File: config.mk
export PLATFORM = sky130hd
export DESIGN_NAME = pipe_hazard_unit
export DESIGN_NICKNAME = d
export VERILOG_FILES = /design/src/rtl/pipe_hazard_unit.sv
export SDC_FILE = /design/constraint.sdc
export NUM_CORES = 1
export LEC_CHECK = 0
export BUFFER_PORTS_ARGS = -buffer_cell sky130_fd_sc_hd__buf_4
export CORE_UTILIZATION = 45
export DETAILED_ROUTE_END_ITERATION = 8
export PLACE_DENSITY_LB_ADDON = 0.08
export SLEW_MARGIN = 20
export SYNTH_ARGS = -nofsm -noshare
export SYNTH_HDL_FRONTEND = slang
export SYNTH_SLANG_ARGS = --single-unit
File: constraint.sdc
create_clock -name clk -period 2.7 [get_ports clk]
set_input_delay 0.405 -clock clk [delete_from_list [all_inputs] [get_ports clk]]
set_output_delay 0.405 -clock clk [all_outputs]
set_load 0.005 [all_outputs]
File: src/rtl/pipe_hazard_unit.sv
// Hazard, forwarding and stall controller for a five-stage MIPS pipeline.
// Tracks in-flight writers in EX, MEM and WB in a private scoreboard. It
// drives the EX ALU operand muxes and the ID branch comparator muxes,
// raises load-use and branch-in-ID stalls, and counts stall and flush events.
module pipe_hazard_unit #(
    parameter int unsigned REG_W    = 5,
    parameter int unsigned BR_IN_ID = 1,
    parameter int unsigned CNT_W    = 16
) (
    input  logic             clk,
    input  logic             rst_n,
    input  logic             id_valid,
    input  logic [REG_W-1:0] id_rs,
    input  logic [REG_W-1:0] id_rt,
    input  logic             id_use_rs,
    input  logic             id_use_rt,
    input  logic             id_wr,
    input  logic [REG_W-1:0] id_wrreg,
    input  logic             id_load,
    input  logic             id_branch,
    input  logic             flush,
    output logic             stall,
    output logic [1:0]       fwd_a_ex,
    output logic [1:0]       fwd_b_ex,
    output logic [1:0]       fwd_a_id,
    output logic [1:0]       fwd_b_id,
    output logic [CNT_W-1:0] stall_cnt,
    output logic [CNT_W-1:0] flush_cnt
);

    localparam logic [CNT_W-1:0] CNT_MAX = '1;
    localparam logic [CNT_W-1:0] CNT_ONE = CNT_W'(1);
    localparam logic             BR_EN   = (BR_IN_ID != 0);

    // EX slot: the full record, because EX forwarding needs its sources.
    logic             ex_valid_q, ex_valid_d;
    logic             ex_wr_q, ex_wr_d;
    logic [REG_W-1:0] ex_wrreg_q, ex_wrreg_d;
    logic             ex_load_q, ex_load_d;
    logic [REG_W-1:0] ex_rs_q, ex_rs_d;
    logic [REG_W-1:0] ex_rt_q, ex_rt_d;
    logic             ex_use_rs_q, ex_use_rs_d;
    logic             ex_use_rt_q, ex_use_rt_d;

    // MEM and WB slots: only the writer fields are ever consulted.
    logic             mem_valid_q;
    logic             mem_wr_q;
    logic [REG_W-1:0] mem_wrreg_q;
    logic             mem_load_q;
    logic             wb_valid_q;
    logic             wb_wr_q;
    logic [REG_W-1:0] wb_wrreg_q;

    logic [CNT_W-1:0] stall_cnt_q, stall_cnt_d;
    logic [CNT_W-1:0] flush_cnt_q, flush_cnt_d;

    logic load_use, br_stall;
    logic ex_hit_rs, ex_hit_rt, mem_hit_rs, mem_hit_rt;
    logic [1:0] id_sel_a, id_sel_b;

    // A record writes r when it is live, writes, targets r, and r is not $0.
    function automatic logic writes_reg(input logic             v,
                                        input logic             wr,
                                        input logic [REG_W-1:0] wreg,
                                        input logic [REG_W-1:0] r);
        return v & wr & (wreg == r) & (r != '0);
    endfunction

    // Forward select: a non-load MEM writer is the youngest usable value,
    // otherwise the WB value, otherwise the register file.
    function automatic logic [1:0] fwd_sel(input logic used,
                                           input logic mem_hit,
                                           input logic mem_is_load,
                                           input logic wb_hit);
        logic [1:0] sel;
        sel = 2'd0;
        if (used && mem_hit && !mem_is_load) begin
            sel = 2'd1;
        end else if (used && wb_hit) begin
            sel = 2'd2;
        end
        return sel;
    endfunction

    // Stall detection against the ID instruction's in-use sources.
    always_comb begin
        ex_hit_rs  = id_use_rs & writes_reg(ex_valid_q, ex_wr_q, ex_wrreg_q, id_rs);
        ex_hit_rt  = id_use_rt & writes_reg(ex_valid_q, ex_wr_q, ex_wrreg_q, id_rt);
        mem_hit_rs = id_use_rs & writes_reg(mem_valid_q, mem_wr_q, mem_wrreg_q, id_rs);
        mem_hit_rt = id_use_rt & writes_reg(mem_valid_q, mem_wr_q, mem_wrreg_q, id_rt);
        load_use   = ex_load_q & (ex_hit_rs | ex_hit_rt);
        br_stall   = BR_EN & id_branch &
                     (ex_hit_rs | ex_hit_rt | (mem_load_q & (mem_hit_rs | mem_hit_rt)));
        // A killed instruction never stalls.
        stall      = id_valid & ~flush & (load_use | br_stall);
    end

    // ALU operand forwarding from the EX slot's own sources.
    always_comb begin
        fwd_a_ex = fwd_sel(ex_use_rs_q,
                           writes_reg(mem_valid_q, mem_wr_q, mem_wrreg_q, ex_rs_q),
                           mem_load_q,
                           writes_reg(wb_valid_q, wb_wr_q, wb_wrreg_q, ex_rs_q));
        fwd_b_ex = fwd_sel(ex_use_rt_q,
                           writes_reg(mem_valid_q, mem_wr_q, mem_wrreg_q, ex_rt_q),
                           mem_load_q,
                           writes_reg(wb_valid_q, wb_wr_q, wb_wrreg_q, ex_rt_q));
    end

    // Branch comparator forwarding from the ID inputs, also while stalling.
    always_comb begin
        id_sel_a = fwd_sel(1'b1,
                           writes_reg(mem_valid_q, mem_wr_q, mem_wrreg_q, id_rs),
                           mem_load_q,
                           writes_reg(wb_valid_q, wb_wr_q, wb_wrreg_q, id_rs));
        id_sel_b = fwd_sel(1'b1,
                           writes_reg(mem_valid_q, mem_wr_q, mem_wrreg_q, id_rt),
                           mem_load_q,
                           writes_reg(wb_valid_q, wb_wr_q, wb_wrreg_q, id_rt));
        fwd_a_id = BR_EN ? id_sel_a : 2'd0;
        fwd_b_id = BR_EN ? id_sel_b : 2'd0;
    end

    // Next EX record: the ID instruction if it advances, else an all-zero bubble.
    always_comb begin
        ex_valid_d  = 1'b0;
        ex_wr_d     = 1'b0;
        ex_wrreg_d  = '0;
        ex_load_d   = 1'b0;
        ex_rs_d     = '0;
        ex_rt_d     = '0;
        ex_use_rs_d = 1'b0;
        ex_use_rt_d = 1'b0;
        if (id_valid && !stall && !flush) begin
            ex_valid_d  = 1'b1;
            ex_wr_d     = id_wr;
            ex_wrreg_d  = id_wrreg;
            ex_load_d   = id_load;
            ex_rs_d     = id_rs;
            ex_rt_d     = id_rt;
            ex_use_rs_d = id_use_rs;
            ex_use_rt_d = id_use_rt;
        end
    end

    // Saturating event counters.
    always_comb begin
        stall_cnt_d = stall_cnt_q;
        flush_cnt_d = flush_cnt_q;
        if (stall && (stall_cnt_q != CNT_MAX)) begin
            stall_cnt_d = stall_cnt_q + CNT_ONE;
        end
        if (flush && id_valid && (flush_cnt_q != CNT_MAX)) begin
            flush_cnt_d = flush_cnt_q + CNT_ONE;
        end
    end

    // Scoreboard shift and counter update; reset discards all in-flight records.
    always_ff @(posedge clk or negedge rst_n) begin
        if (!rst_n) begin
            ex_valid_q  <= 1'b0;
            ex_wr_q     <= 1'b0;
            ex_wrreg_q  <= '0;
            ex_load_q   <= 1'b0;
            ex_rs_q     <= '0;
            ex_rt_q     <= '0;
            ex_use_rs_q <= 1'b0;
            ex_use_rt_q <= 1'b0;
            mem_valid_q <= 1'b0;
            mem_wr_q    <= 1'b0;
            mem_wrreg_q <= '0;
            mem_load_q  <= 1'b0;
            wb_valid_q  <= 1'b0;
            wb_wr_q     <= 1'b0;
            wb_wrreg_q  <= '0;
            stall_cnt_q <= '0;
            flush_cnt_q <= '0;
        end else begin
            wb_valid_q  <= mem_valid_q;
            wb_wr_q     <= mem_wr_q;
            wb_wrreg_q  <= mem_wrreg_q;
            mem_valid_q <= ex_valid_q;
            mem_wr_q    <= ex_wr_q;
            mem_wrreg_q <= ex_wrreg_q;
            mem_load_q  <= ex_load_q;
            ex_valid_q  <= ex_valid_d;
            ex_wr_q     <= ex_wr_d;
            ex_wrreg_q  <= ex_wrreg_d;
            ex_load_q   <= ex_load_d;
            ex_rs_q     <= ex_rs_d;
            ex_rt_q     <= ex_rt_d;
            ex_use_rs_q <= ex_use_rs_d;
            ex_use_rt_q <= ex_use_rt_d;
            stall_cnt_q <= stall_cnt_d;
            flush_cnt_q <= flush_cnt_d;
        end
    end

    assign stall_cnt = stall_cnt_q;
    assign flush_cnt = flush_cnt_q;

endmodule

* Word level (Yosys, flattened, before mapping)
Index checks and enable logic that the tools add are counted. W data, S select, Z words.
Cells by class: bitwise gates (word level) 37, add/subtract/negate cells 2, multiplexer cells 16, equality and inequality tests 12, reduce and logical (&&, ||, !) cells 20
Operators with widths (number):
- $eq A5 B5 Y1 | 10
- $add A16 B1 Y16 const B | 2
- $and A1 B1 Y1 | 32
- $ne A16 B16 Y1 const B | 2
- $reduce_bool A5 Y1 | 4
- $mux W2 | 8
- $mux W5 | 3
- $logic_and A1 B1 Y1 | 13
- $mux W1 | 5
- $or A1 B1 Y1 | 4
- $logic_not A1 Y1 | 3
- $not A1 Y1 | 1
Word-level totals: bits of input ports 24, bits in registers 67

* Logic depth before layout (Yosys ltp)
depth in word-level cells 14, depth in mapped cells 8

* Worst setup path after synthesis
OpenSTA, ideal clock, no wires.
path kind input port to output port, start input id_rt[1], end output stall, data required time 2.295 ns, path slack 0.382 ns, stages 6, arrival time 1.913 ns, buffers on the path 1, cells stage by stage or4_1 -> nor2_2 -> nor4_1 -> nor4_4 -> clkbuf_1 -> nor2_1
On the way: word-level cells in the longest chain between the ends 10, elaborated cells on any way between the ends 17, those cells by class eq/ne: 2; bitwise: 14; reduce/logical: 1
Ends and longest elaborated chain:
- from (decl) | RTL line 14 | input logic [REG_W-1:0] id_rt,
- $eq A5 B5 Y1 | RTL line 66 | return v & wr & (wreg == r) & (r != '0);
- $and A1 B1 Y1 (2 in a row) | RTL line 66
- $and A1 B1 Y1 | RTL line 90 | mem_hit_rt = id_use_rt & writes_reg(mem_valid_q, mem_wr_q, mem_wrreg_q, id_rt);
- $or A1 B1 Y1 | RTL line 93 | (ex_hit_rs | ex_hit_rt | (mem_load_q & (mem_hit_rs | mem_hit_rt)));
- $and A1 B1 Y1 | RTL line 93
- $or A1 B1 Y1 | RTL line 93
- $and A1 B1 Y1 | RTL line 92 | br_stall = BR_EN & id_branch &
- $or A1 B1 Y1 * | RTL line 95 | stall = id_valid & ~flush & (load_use | br_stall);
- $and A1 B1 Y1 * | RTL line 95
- to (decl) | RTL line 22 | output logic stall,
Mark *: on every way between the ends. The rest lies on a longest branch, timed or not.

* Worst setup path after layout
Same ends and word-level chain as after synthesis.

==> reports/metrics.yaml <==
drive_above_1_share_pct: 24.0
clkLatencyLatePin_ns: 0.33
hp-class: "in2async"
synth.top_cell.area_share_pct: 51.6
num-fill-cells: 601
max_slew_margin_pct: 44.6
synthCells: 297
antenna_found_initial: 0
cts_resized: 0
netlist_area_um2: 3250
synth-seq-area-share_pct: 51.6
leakagePower_nw: 2.00
synth_warnings: 0
post-place-ws_ns: 0.144
cts-root-buf: "clkbuf_8"
fin_worst_skew_ns: 0.00944
tritoncts: "built"
fin_ws_ns: 0.201
worstReg2RegEnd: "stall_cnt[10]"
yosys_most_used_dff: "dfrtp_1"
status: "finished, final reports clean"
maxCapViolations: 0
ctsHoldBuffers: 0
drc: 0
num_vias: 2508
layout.nets: 396
initial_core_util_pct: 47.3
worstMarginPinSlew_ns: 0.830
rsz0062_at_grt: "false"
drtPass1Iterations: 4
drt-vias-per-instance: 5.32
io_buffers: 64
synth_area_leaders: "dfrtp_1 (52%), xnor2_1 (11%), xor2_1 (9.4%), and3_1 (4.0%), nand4_1 (4.0%)"
ir_drop_mv: 0.276
core_um2: 6870
diodes: 0
wirelength_um: 7250
setup_viol: 0
die_area_um2: 7560
cts_buffer_depth: 2
drtIter0Drc: 140
io-pin-count: 65
synth_top_cell_by_area: "dfrtp_1"
path_class: "in2out"
timing.final.crit_share_pct: 92.5
synth_edf_count: 0
grt_pass1_vias: 2468
synthDistinctLibCells: 30
rows: 30
hold_violations: 0
htree_num_levels: 3
fmax_mhz: 400
fin_crit_ns: 2.50
reg2regPathDepth: 7
crit_required_ns: 2.30
cts_made_buffers: 9
track_usage_pct: 21.0
die_w_um: 86.9
grt_max_degree: 68
ant_nets: 0
r2r-start: "mem_wrreg_q[1]"
crit_fanout: 8
setup_tns_ns: 0
cp-start-kind: "primary input"
syn_to_final_growth_pct: 25.5
cp-end-kind: "output pin"
overflow: 0
avgSynthCellArea_um2: 10.9
grt_pass1_wl_um: 11900
power.density_nw_per_um2: 562
cts_setup_buffers: 0
fp.dieH_um: 86.9
avgRoutedWirePerCell_um: 15.4
gp_congestion: 0.837
async_reset_ff_share_pct: 100
arrival_ns: 2.09
path_clk_slew_ns: 0.07
slew_violations: 0
syn-num-nets: 323
clock_sinks: 67
dp_hpwl_um: 5330
finalPower_mw: 2.29
rrSetupSlack_ns: 0.43
ys_ff_latch: 67
routing by layer:
| metal | share of wire [%] | global-route usage, % |
|---|---|---|
| met5 | 0 | 0 |
| met4 | 1.7 | 9.55 |
| met3 | 3.6 | 4.17 |
| met2 | 47 | 32.1 |
| met1 | 47 | 29.1 |
logic make-up (layout without fill, tap and decap cells):
logic type	after synthesis	after routing	share of synthesized area [%]
compound gates	7	7	1.46
xor+xnor	76	76	20.5
fa+ha+maj	2	2	0.771
buf+inv	10	88	1.19
flops	67	67	51.6
mux	3	3	1.04
simple gates	132	132	23.4
through the flow:
stage	utilization (%)	instances	hold WS (ns)	instance area, um^2
after global routing	59.3	471	0.233	4070
after detailed placement	56.3	455	0.366	3870
after CTS	59.3	471	0.195	4070
final	59.3	471	0.166	4070
after floorplan	-	297	0.109	3250
after global placement	56.3	455	0.362	3870
worst max path at each step:
| stage | start | slack [ns] | end |
|---|---|---|---|
| 2_1_floorplan | id_rt[1] | 0.38 | stall |
| 3_3_place_gp | id_rt[1] | 0.19 | stall_cnt[15] |
| 3_5_place_dp | id_rt[1] | 0.14 | stall_cnt[10] |
| 4_1_cts | id_rt[1] | 0.18 | stall |
| 5_1_grt | id_rt[1] | 0.07 | stall |
| 6_report | id_rt[1] | 0.20 | stall |
sequential cells by signal, summed over array words and instances, names as in the netlist, 5 cells and up:
signal and cells:
ex_rs_q 5, stall_cnt 16, ex_rt_q 5, flush_cnt 16, mem_wrreg_q 5, wb_wrreg_q 5, ex_wrreg_q 5
worst max-delay path: stages:
cell and delay, ns:
buf_4 0.14, or4_1 0.54, nor2_2 0.16, nor4_1 0.11
nor4_4 0.51, nor2_1 0.08, buf_4 0.15
where the power goes:
group          total, mW  leakage [nW]  switching [mW]  internal [mW]
Combinational      0.282         0.991           0.121          0.161
Clock              0.856         0.104           0.351          0.504
Sequential          1.15         0.907          0.0872           1.07
layout make-up:
class | instances | area, um^2 | area share [%]
inverters | 1 | 3.75 | 0.0921
clock buffers | 15 | 176 | 4.33
multi-input cells | 220 | 1530 | 37.7
well taps | 96 | 120 | 2.95
repair buffers | 71 | 533 | 13.1
flip-flops and latches | 67 | 1680 | 41.2
clock inverters | 1 | 30.0 | 0.737
cell usage after synthesis (4+ instances only):
cell and count:
nor4_1 12, clkbuf_1 8, nand3_1 10, nor3_1 16, or4_1 4, nor2_1 12
xnor2_1 41, xor2_1 35, nand4_1 21, nand2_1 18, and4_1 6, dfrtp_1 67
and3_1 21
placed cells by master (no fill, tap or decap), types with 2 or more instances in the layout:
cell,n
and3_1,21
and2_1,3
xor2_1,35
dfrtp_1,67
o21ai_0,2
nand2_1,18
nor4_1,12
xnor2_1,41
nand2b_1,3
and4_1,6
nand3_1,10
mux2_1,2
or4_1,4
nor3_1,16
nor2_1,12
clkbuf_8,12
a21oi_1,3
clkbuf_1,3
nand4_1,21
ha_1,2
buf_4,71
Power figures use the tool's default switching activity.
